--- src/rtl/o_table_loader_if.sv ---
// o_reg bus between the table loader (master) and o_table_mem (slave).
//   tab_init          : 1-cycle LSB-region clear request
//   o_reg_sel/o_reg_wr: access strobe and direction (1 = write)
//   o_reg_op_addr     : 9-bit table address
//   o_reg_wr_data     : write byte
//   table_mem_rd_data : read byte, valid RD_LAT cycles after the issue cycle
//   table_mem_rd_ok   : read acknowledge, expected one cycle after issue
interface o_table_loader_if;
  logic       tab_init;
  logic       o_reg_sel;
  logic       o_reg_wr;
  logic [8:0] o_reg_op_addr;
  logic [7:0] o_reg_wr_data;
  logic [7:0] table_mem_rd_data;
  logic       table_mem_rd_ok;

  modport master (
    output tab_init, o_reg_sel, o_reg_wr, o_reg_op_addr, o_reg_wr_data,
    input  table_mem_rd_data, table_mem_rd_ok
  );

  modport slave (
    input  tab_init, o_reg_sel, o_reg_wr, o_reg_op_addr, o_reg_wr_data,
    output table_mem_rd_data, table_mem_rd_ok
  );
endinterface

--- src/rtl/o_table_loader.sv ---
// Host-side sequencer for the o_reg port of o_table_mem (pix_clk domain).
// Load streams RAM_BYTES + LSB_BYTES host bytes into the table with a running
// 16-bit checksum; verify reads every location back and sums it.
// Ports:
//   pix_clk, rst_n             : clock, async active-low reset
//   load_start, verify_start   : 1-cycle start pulses (load wins if both)
//   abort                      : level, returns to idle without done
//   exp_csum                   : expected checksum, latched on start
//   host_data/valid/ready      : load byte stream handshake
//   busy, done, csum           : status, completion pulse, running checksum
//   csum_err, proto_err        : sticky error flags, cleared on start
//   tbl                        : o_reg bus to o_table_mem (master side)
module o_table_loader #(
  parameter int unsigned RAM_BYTES = 256,
  parameter int unsigned LSB_BYTES = 32,
  parameter int unsigned RD_LAT    = 2
) (
  input  logic        pix_clk,
  input  logic        rst_n,
  input  logic        load_start,
  input  logic        verify_start,
  input  logic        abort,
  input  logic [15:0] exp_csum,
  input  logic [7:0]  host_data,
  input  logic        host_valid,
  output logic        host_ready,
  output logic        busy,
  output logic        done,
  output logic [15:0] csum,
  output logic        csum_err,
  output logic        proto_err,
  o_table_loader_if.master tbl
);

  localparam int unsigned TOTAL = RAM_BYTES + LSB_BYTES;
  localparam int unsigned CNT_W = 9;
  localparam int unsigned LAT_W = $clog2(RD_LAT + 1);

  typedef enum logic [2:0] {
    S_IDLE, S_INIT, S_WR, S_RD_ISSUE, S_RD_WAIT, S_FIN
  } state_t;

  state_t           r_state;
  logic [CNT_W-1:0] r_cnt;
  logic [15:0]      r_exp;
  logic [LAT_W-1:0] r_lat;
  logic             r_host_ready;
  logic             r_busy;
  logic             r_done;
  logic [15:0]      r_csum;
  logic             r_csum_err;
  logic             r_proto_err;
  logic             r_tab_init;
  logic             r_sel;
  logic             r_wr;
  logic [8:0]       r_addr;
  logic [7:0]       r_wdata;

  logic             w_accept;
  logic             w_last_wr;
  logic [CNT_W-1:0] w_cnt_inc;

  // Byte index to table address: RAM region first, then the LSB region at 0x100.
  function automatic logic [8:0] f_map(input logic [CNT_W-1:0] c);
    if (c < CNT_W'(RAM_BYTES)) f_map = {1'b0, c[7:0]};
    else                       f_map = 9'h100 + 9'(c - CNT_W'(RAM_BYTES));
  endfunction

  assign w_accept  = host_valid & r_host_ready;
  assign w_last_wr = (r_cnt == CNT_W'(TOTAL - 1));
  assign w_cnt_inc = r_cnt + CNT_W'(1);

  // Sequencer; every output is a register updated here.
  always_ff @(posedge pix_clk or negedge rst_n) begin
    if (!rst_n) begin
      r_state      <= S_IDLE;
      r_cnt        <= '0;
      r_exp        <= '0;
      r_lat        <= '0;
      r_host_ready <= 1'b0;
      r_busy       <= 1'b0;
      r_done       <= 1'b0;
      r_csum       <= '0;
      r_csum_err   <= 1'b0;
      r_proto_err  <= 1'b0;
      r_tab_init   <= 1'b0;
      r_sel        <= 1'b0;
      r_wr         <= 1'b0;
      r_addr       <= '0;
      r_wdata      <= '0;
    end else begin
      r_done     <= 1'b0;
      r_tab_init <= 1'b0;
      if (r_state != S_IDLE && abort) begin
        // Partial checksum and partial table are left as they are.
        r_state      <= S_IDLE;
        r_sel        <= 1'b0;
        r_host_ready <= 1'b0;
        r_busy       <= 1'b0;
        r_lat        <= '0;
      end else begin
        case (r_state)
          S_IDLE: begin
            if (load_start || verify_start) begin
              r_csum      <= '0;
              r_csum_err  <= 1'b0;
              r_proto_err <= 1'b0;
              r_cnt       <= '0;
              r_exp       <= exp_csum;
              r_busy      <= 1'b1;
              if (load_start) begin
                r_state    <= S_INIT;
                r_tab_init <= 1'b1;
              end else begin
                r_state <= S_RD_ISSUE;
                r_sel   <= 1'b1;
                r_wr    <= 1'b0;
                r_addr  <= f_map('0);
              end
            end
          end
          S_INIT: begin
            r_state      <= S_WR;
            r_host_ready <= 1'b1;
          end
          S_WR: begin
            // A write strobe only follows an accepted byte; gaps leave sel low.
            r_sel <= w_accept;
            if (w_accept) begin
              r_wr    <= 1'b1;
              r_addr  <= f_map(r_cnt);
              r_wdata <= host_data;
              r_csum  <= r_csum + {8'h00, host_data};
              r_cnt   <= w_cnt_inc;
              if (w_last_wr) begin
                r_host_ready <= 1'b0;
                r_state      <= S_FIN;
              end
            end
          end
          S_RD_ISSUE: begin
            r_sel   <= 1'b0;
            r_lat   <= LAT_W'(1);
            r_state <= S_RD_WAIT;
          end
          S_RD_WAIT: begin
            // r_lat is the cycle offset from the issue cycle.
            if (r_lat == LAT_W'(1) && !tbl.table_mem_rd_ok) r_proto_err <= 1'b1;
            if (r_lat == LAT_W'(RD_LAT)) begin
              r_csum <= r_csum + {8'h00, tbl.table_mem_rd_data};
              r_cnt  <= w_cnt_inc;
              r_lat  <= '0;
              if (w_cnt_inc < CNT_W'(TOTAL)) begin
                r_state <= S_RD_ISSUE;
                r_sel   <= 1'b1;
                r_addr  <= f_map(w_cnt_inc);
              end else begin
                r_state <= S_FIN;
              end
            end else begin
              r_lat <= r_lat + LAT_W'(1);
            end
          end
          S_FIN: begin
            r_csum_err <= (r_csum != r_exp);
            r_done     <= 1'b1;
            r_busy     <= 1'b0;
            r_sel      <= 1'b0;
            r_state    <= S_IDLE;
          end
          default: r_state <= S_IDLE;
        endcase
      end
    end
  end

  assign host_ready        = r_host_ready;
  assign busy              = r_busy;
  assign done              = r_done;
  assign csum              = r_csum;
  assign csum_err          = r_csum_err;
  assign proto_err         = r_proto_err;
  assign tbl.tab_init      = r_tab_init;
  assign tbl.o_reg_sel     = r_sel;
  assign tbl.o_reg_wr      = r_wr;
  assign tbl.o_reg_op_addr = r_addr;
  assign tbl.o_reg_wr_data = r_wdata;

endmodule

--- src/flat_wrapper.sv ---
// flat-port wrapper written by rule: the top's interface ports become plain ports
module o_table_loader_flat 
#(
  parameter int unsigned RAM_BYTES = 256,
  parameter int unsigned LSB_BYTES = 32,
  parameter int unsigned RD_LAT    = 2
)
  (pix_clk, rst_n, load_start, verify_start, abort, exp_csum, host_data, host_valid, host_ready, busy, done, csum, csum_err, proto_err, tbl_tab_init, tbl_o_reg_sel, tbl_o_reg_wr, tbl_o_reg_op_addr, tbl_o_reg_wr_data, tbl_table_mem_rd_data, tbl_table_mem_rd_ok);
  o_table_loader_if tbl_i ();
  input  logic pix_clk;
  input  logic rst_n;
  input  logic load_start;
  input  logic verify_start;
  input  logic abort;
  input  logic [15:0] exp_csum;
  input  logic [7:0] host_data;
  input  logic host_valid;
  output logic host_ready;
  output logic busy;
  output logic done;
  output logic [15:0] csum;
  output logic csum_err;
  output logic proto_err;
  output wire logic [$bits(tbl_i.tab_init)-1:0] tbl_tab_init;
  output wire logic [$bits(tbl_i.o_reg_sel)-1:0] tbl_o_reg_sel;
  output wire logic [$bits(tbl_i.o_reg_wr)-1:0] tbl_o_reg_wr;
  output wire logic [$bits(tbl_i.o_reg_op_addr)-1:0] tbl_o_reg_op_addr;
  output wire logic [$bits(tbl_i.o_reg_wr_data)-1:0] tbl_o_reg_wr_data;
  input wire logic [$bits(tbl_i.table_mem_rd_data)-1:0] tbl_table_mem_rd_data;
  input wire logic [$bits(tbl_i.table_mem_rd_ok)-1:0] tbl_table_mem_rd_ok;
  assign tbl_tab_init = tbl_i.tab_init;
  assign tbl_o_reg_sel = tbl_i.o_reg_sel;
  assign tbl_o_reg_wr = tbl_i.o_reg_wr;
  assign tbl_o_reg_op_addr = tbl_i.o_reg_op_addr;
  assign tbl_o_reg_wr_data = tbl_i.o_reg_wr_data;
  assign tbl_i.table_mem_rd_data = tbl_table_mem_rd_data;
  assign tbl_i.table_mem_rd_ok = tbl_table_mem_rd_ok;
  o_table_loader #(.RAM_BYTES(RAM_BYTES), .LSB_BYTES(LSB_BYTES), .RD_LAT(RD_LAT)) u_core (.pix_clk(pix_clk), .rst_n(rst_n), .load_start(load_start), .verify_start(verify_start), .abort(abort), .exp_csum(exp_csum), .host_data(host_data), .host_valid(host_valid), .host_ready(host_ready), .busy(busy), .done(done), .csum(csum), .csum_err(csum_err), .proto_err(proto_err), .tbl(tbl_i));
endmodule
--- config.mk ---
export PLATFORM = sky130hd
export DESIGN_NAME = o_table_loader_flat
export DESIGN_NICKNAME = d
export VERILOG_FILES = /design/src/rtl/o_table_loader_if.sv /design/src/rtl/o_table_loader.sv /design/src/flat_wrapper.sv
export SDC_FILE = /design/constraint.sdc
export NUM_CORES = 1
export LEC_CHECK = 0
export ABC_AREA = 0
export CORE_MARGIN = 2
export CORE_UTILIZATION = 51
export CTS_CLUSTER_DIAMETER = 60
export DETAILED_ROUTE_END_ITERATION = 12
export PLACE_DENSITY = 0.79
export SYNTH_ARGS = -nofsm -noshare
export SYNTH_HDL_FRONTEND = slang
export SYNTH_SLANG_ARGS = --single-unit
--- constraint.sdc ---
create_clock -name pix_clk -period 7.26 [get_ports pix_clk]
set_clock_uncertainty 0.2 [all_clocks]
set_input_delay 0.726 -clock pix_clk [delete_from_list [all_inputs] [get_ports pix_clk]]
set_output_delay 0.726 -clock pix_clk [all_outputs]
set_load 0.01 [all_outputs]
==> flow_summary.json <==
{
  "setup_tns_ns": 0,
  "drt-total-wl_um": 10300,
  "final_antenna_net_count": 0,
  "rows": 32,
  "dpl_worst_slack_ns": 3.56,
  "critPathBufInv": 1,
  "crit_slowest_cell": "dfrtp_1",
  "slowest_delay_ns": 0.78,
  "ys_seq_area_frac": 0.436,
  "worst_slack_ns": 3.40,
  "synthAdderAreaFrac": 0.0411,
  "power_frac_comb": 0.416,
  "gp_congestion": 0.904,
  "port_buffers": 79,
  "synth_area_um2": 4080,
  "cts_buffers": 9,
  "ioPinCount": 80,
  "grt_pass1_vias": 3552,
  "grt_antenna_before_repair": 0,
  "synth_edf_count": 0,
  "maxSlewHeadroom": 0.372,
  "synth_compound_area_frac": 0.185,
  "dieArea_um2": 8730,
  "ys_async_sr_fraction": 1.00,
  "via_count": 3739,
  "critical_path_class": "reg2reg",
  "drc": 0,
  "cts_tree": "yes",
  "yosys_warnings": 0,
  "required_ns": 7.34,
  "hold_end": "u_core.r_exp[4]$_DFFE_PN0P_",
  "power_frac_seq": 0.394,
  "crit_fanout": 24,
  "fillers": 617,
  "dominantRegCellSynth": "dfrtp_1",
  "cp.arrival_ns": 3.94,
  "finalHoldViolations": 0,
  "die_h_um": 93.4,
  "fmax_ghz": 0.259,
  "rsz0062_at_grt": "no",
  "worstSetupEndpointType": "flip-flop",
  "grt.overflow.total": 0,
  "clock_latency_ns": 0.35,
  "critical-path-top-delay-family": "simple AND/OR/NAND/NOR gates",
  "via_per_inst": 5.93,
  "die_w_um": 93.4,
  "start_util": 0.528,
  "p_leak_nw": 2.33,
  "h-tree-depth": 3,
  "tightest_slew_ns": 0.941,
  "power.share.clock": 0.190,
  "ir_drop_mv": 0.188,
  "p_sw_frac": 0.399,
  "grt_pass1_wl_um": 16900,
  "muxShareOfSynthArea": 0.0466,
  "rr_worst_depth": 10,
  "clockBufferDepth": 2,
  "setup_violations": 0,
  "r2r_setup_slack_ns": 3.40,
  "multi_input_area_um2": 2130,
  "reg2reg_from": "u_core.r_state[1]$_DFFE_PN0P_",
  "ys_types": 58,
  "hold_class": "reg2reg",
  "cellPowerDensity_nw_per_um2": 304,
  "slew_viol_final": 0,
  "grtUsageTotal": 0.245,
  "syn2layout_area_growth_pct": 24.9,
  "root_buffer": "clkbuf_8",
  "status": "finished clean",
  "syn-num-nets": 508,
  "crit_path_cell_trace": "or3b_2, nand2_1, nand2_1, ha_1, inv_1, fa_1, o21ai_0, a21oi_1, or4_1, a21oi_1",
  "clk_pin_slew_ns": 0.08,
  "hold_path_depth": 2,
  "p_sw_mw": 0.617,
  "netlist_instances": 457,
  "hpwl_um": 7190,
  "hp-start": "u_core.r_exp[4]$_DFFE_PN0P_",
  "hold_buffers": 0,
  "cts_resized": 0,
  "synth_top_family_by_area": "simple AND/OR/NAND/NOR gates",
  "seq_area_um2": 1780,
  "grt_max_degree": 72,
  "avgSynthCellArea_um2": 8.92,
  "cap_violations": 0,
  "diodes": 0,
  "synth_xor_area_frac": 0.0473,
  "layout-drive-gt1-share": 0.0851,
  "final.period_utilization": 0.532,
  "synth_seq_cells": 71,
  "cts.sink_count": 71,
  "reg2reg_to": "u_core.csum[10]$_DFFE_PN0P_",
  "p_int_mw": 0.929,
  "fin_nets": 575,
  "wl_per_cell_um": 16.4,
  "layout_min_cycle_time_ns": 3.86,
  "placed_area_um2": 4910,
  "core_area_um2": 7730,
  "design_area_um2": 5090,
  "dr.first_iter.drc_count": 259,
  "drt_pre_antenna_iters": 5,
  "cp-start-kind": "flip-flop",
  "cts_setup_buffers": 0,
  "synthSimpleGateAreaFrac": 0.203
}
cells by family (layout without fill, tap and decap cells):
group	Yosys count	after routing
and+or+nand+nor	175	175
AOI/OAI and AO/OA	118	118
DFF	71	71
buffers and inverters	41	113
xor gates and xnor gates	22	22
muxes	17	17
adders and majority gates	13	13
cells in the final DEF, fill, tap and decap left out, types with 2 or more instances in the layout:
master           count
nand2_1             97
clkdlybuf4s50_1     78
dfrtp_1             71
o21ai_0             34
a21oi_1             24
xor2_1              21
nor2_1              16
mux2_2              16
inv_1               14
o31ai_1             14
ha_1                11
clkbuf_8            11
nand3_1             10
and3_1               7
nand4_1              7
nor3_1               5
a31oi_1              5
nor2b_1              4
nand2b_1             4
and4_1               4
a21o_1               4
a22o_1               4
nor4_1               4
a211oi_1             4
buf_4                4
and2_1               3
o41ai_1              3
o21a_1               3
o22ai_1              3
or4_1                3
clkinvlp_4           3
or3b_2               2
or3_1                2
o21ai_1              2
and4b_1              2
a21boi_1             2
o311ai_0             2
a31o_2               2
clkinv_2             2
worst min-delay path, stage by stage (launching register included):
cell and delay [ns]:
dfrtp_1 0.36, nand2_1 0.05, nand2_1 0.06
cell type report:
| cell class | count | share of cell area |
|---|---|---|
| multi-input cells | 345 | 0.419 |
| flip-flops and latches | 71 | 0.349 |
| repair buffers | 83 | 0.160 |
| clock buffers | 11 | 0.0297 |
| well taps | 102 | 0.0251 |
| inverters | 14 | 0.0103 |
| clock inverters | 5 | 0.00639 |
state kept, by name (all words and copies together) (netlist names):
signal                    flops
u_core.busy                   1
u_core.csum                  16
u_core.csum_err               1
u_core.done                   1
u_core.host_ready             1
u_core.proto_err              1
u_core.r_cnt                  9
u_core.r_exp                 16
u_core.r_lat                  2
u_core.r_state                3
u_core.tbl.o_reg_op_addr      9
u_core.tbl.o_reg_sel          1
u_core.tbl.o_reg_wr           1
u_core.tbl.o_reg_wr_data      8
u_core.tbl.tab_init           1
stage by stage:
step                      cells  hold WS, ns  total power [mW]  utilization
after floorplan             457        0.230              1.02            -
after global placement      615        0.280              1.23        0.635
after detailed placement    615        0.283              1.25        0.635
after CTS                   631        0.302              1.55        0.659
after global routing        631        0.330              1.65        0.659
final                       631        0.298              1.55        0.659
how the worst max path moves through the flow:
stage / from / cells after the start / to / slack [ns]
5_1_grt: u_core.r_state[1]$_DFFE_PN0P_ / 10 / u_core.csum[12]$_DFFE_PN0P_ / 3.18
3_5_place_dp: u_core.r_state[1]$_DFFE_PN0P_ / 10 / u_core.csum[10]$_DFFE_PN0P_ / 3.56
2_1_floorplan: u_core.r_state[2]$_DFFE_PN0P_ / 12 / u_core.csum[10]$_DFFE_PN0P_ / 3.76
3_3_place_gp: u_core.r_state[1]$_DFFE_PN0P_ / 10 / u_core.csum[12]$_DFFE_PN0P_ / 3.72
4_1_cts: u_core.r_state[1]$_DFFE_PN0P_ / 10 / u_core.csum[10]$_DFFE_PN0P_ / 3.47
6_report: u_core.r_state[1]$_DFFE_PN0P_ / 10 / u_core.csum[10]$_DFFE_PN0P_ / 3.40
synth_stat cells (2+ instances only):
master     n  area share
inv_1     14       0.013
or4_1      3      0.0055
o41ai_1    3      0.0064
a31o_2     2      0.0043
and4b_1    2      0.0049
a21o_1     4      0.0074
a31oi_1    5      0.0077
nand2_1   97       0.089
clkbuf_1  21       0.019
o31ai_1   14       0.026
nand3_1   10       0.012
o21ai_0   36       0.044
a22o_1     4      0.0086
nor2b_1    4      0.0061
a211oi_1   4      0.0074
dfrtp_1   71        0.44
a21oi_1   24       0.029
o311ai_0   2      0.0043
buf_2      4      0.0049
mux2_2    16       0.044
o22ai_1    3      0.0046
a21boi_1   2      0.0037
or3b_2     2      0.0043
xor2_1    21       0.045
nand4_1    7       0.011
o21a_1     3      0.0055
and2_1     3      0.0046
or3_1      2      0.0031
nor2_1    16       0.015
and3_1     7       0.011
nand2b_1   4      0.0061
nor3_1     5      0.0061
ha_1      11       0.034
nor4_1     4      0.0061
and4_1     4      0.0086
routing by layer:
layer  track usage  part of all wire  vias to the layer above
met2         0.397              0.48                      136
met1         0.331              0.44                     1824
met3        0.0451             0.066                       20
li1              -                 -                     1759
met5             0                 0                        -
met4        0.0833             0.017                        0
power by group through the flow:
stage          sequential [mW]  combinational, mW  clock (mW)
4_1_cts                  0.607              0.646       0.298
2_1_floorplan            0.588              0.427           0
6_report                 0.609              0.642       0.294
5_1_grt                  0.623              0.715       0.313
3_3_place_gp             0.606              0.623           0
3_5_place_dp             0.614              0.638           0
Note: power is estimated with default switching activity, not from simulation.
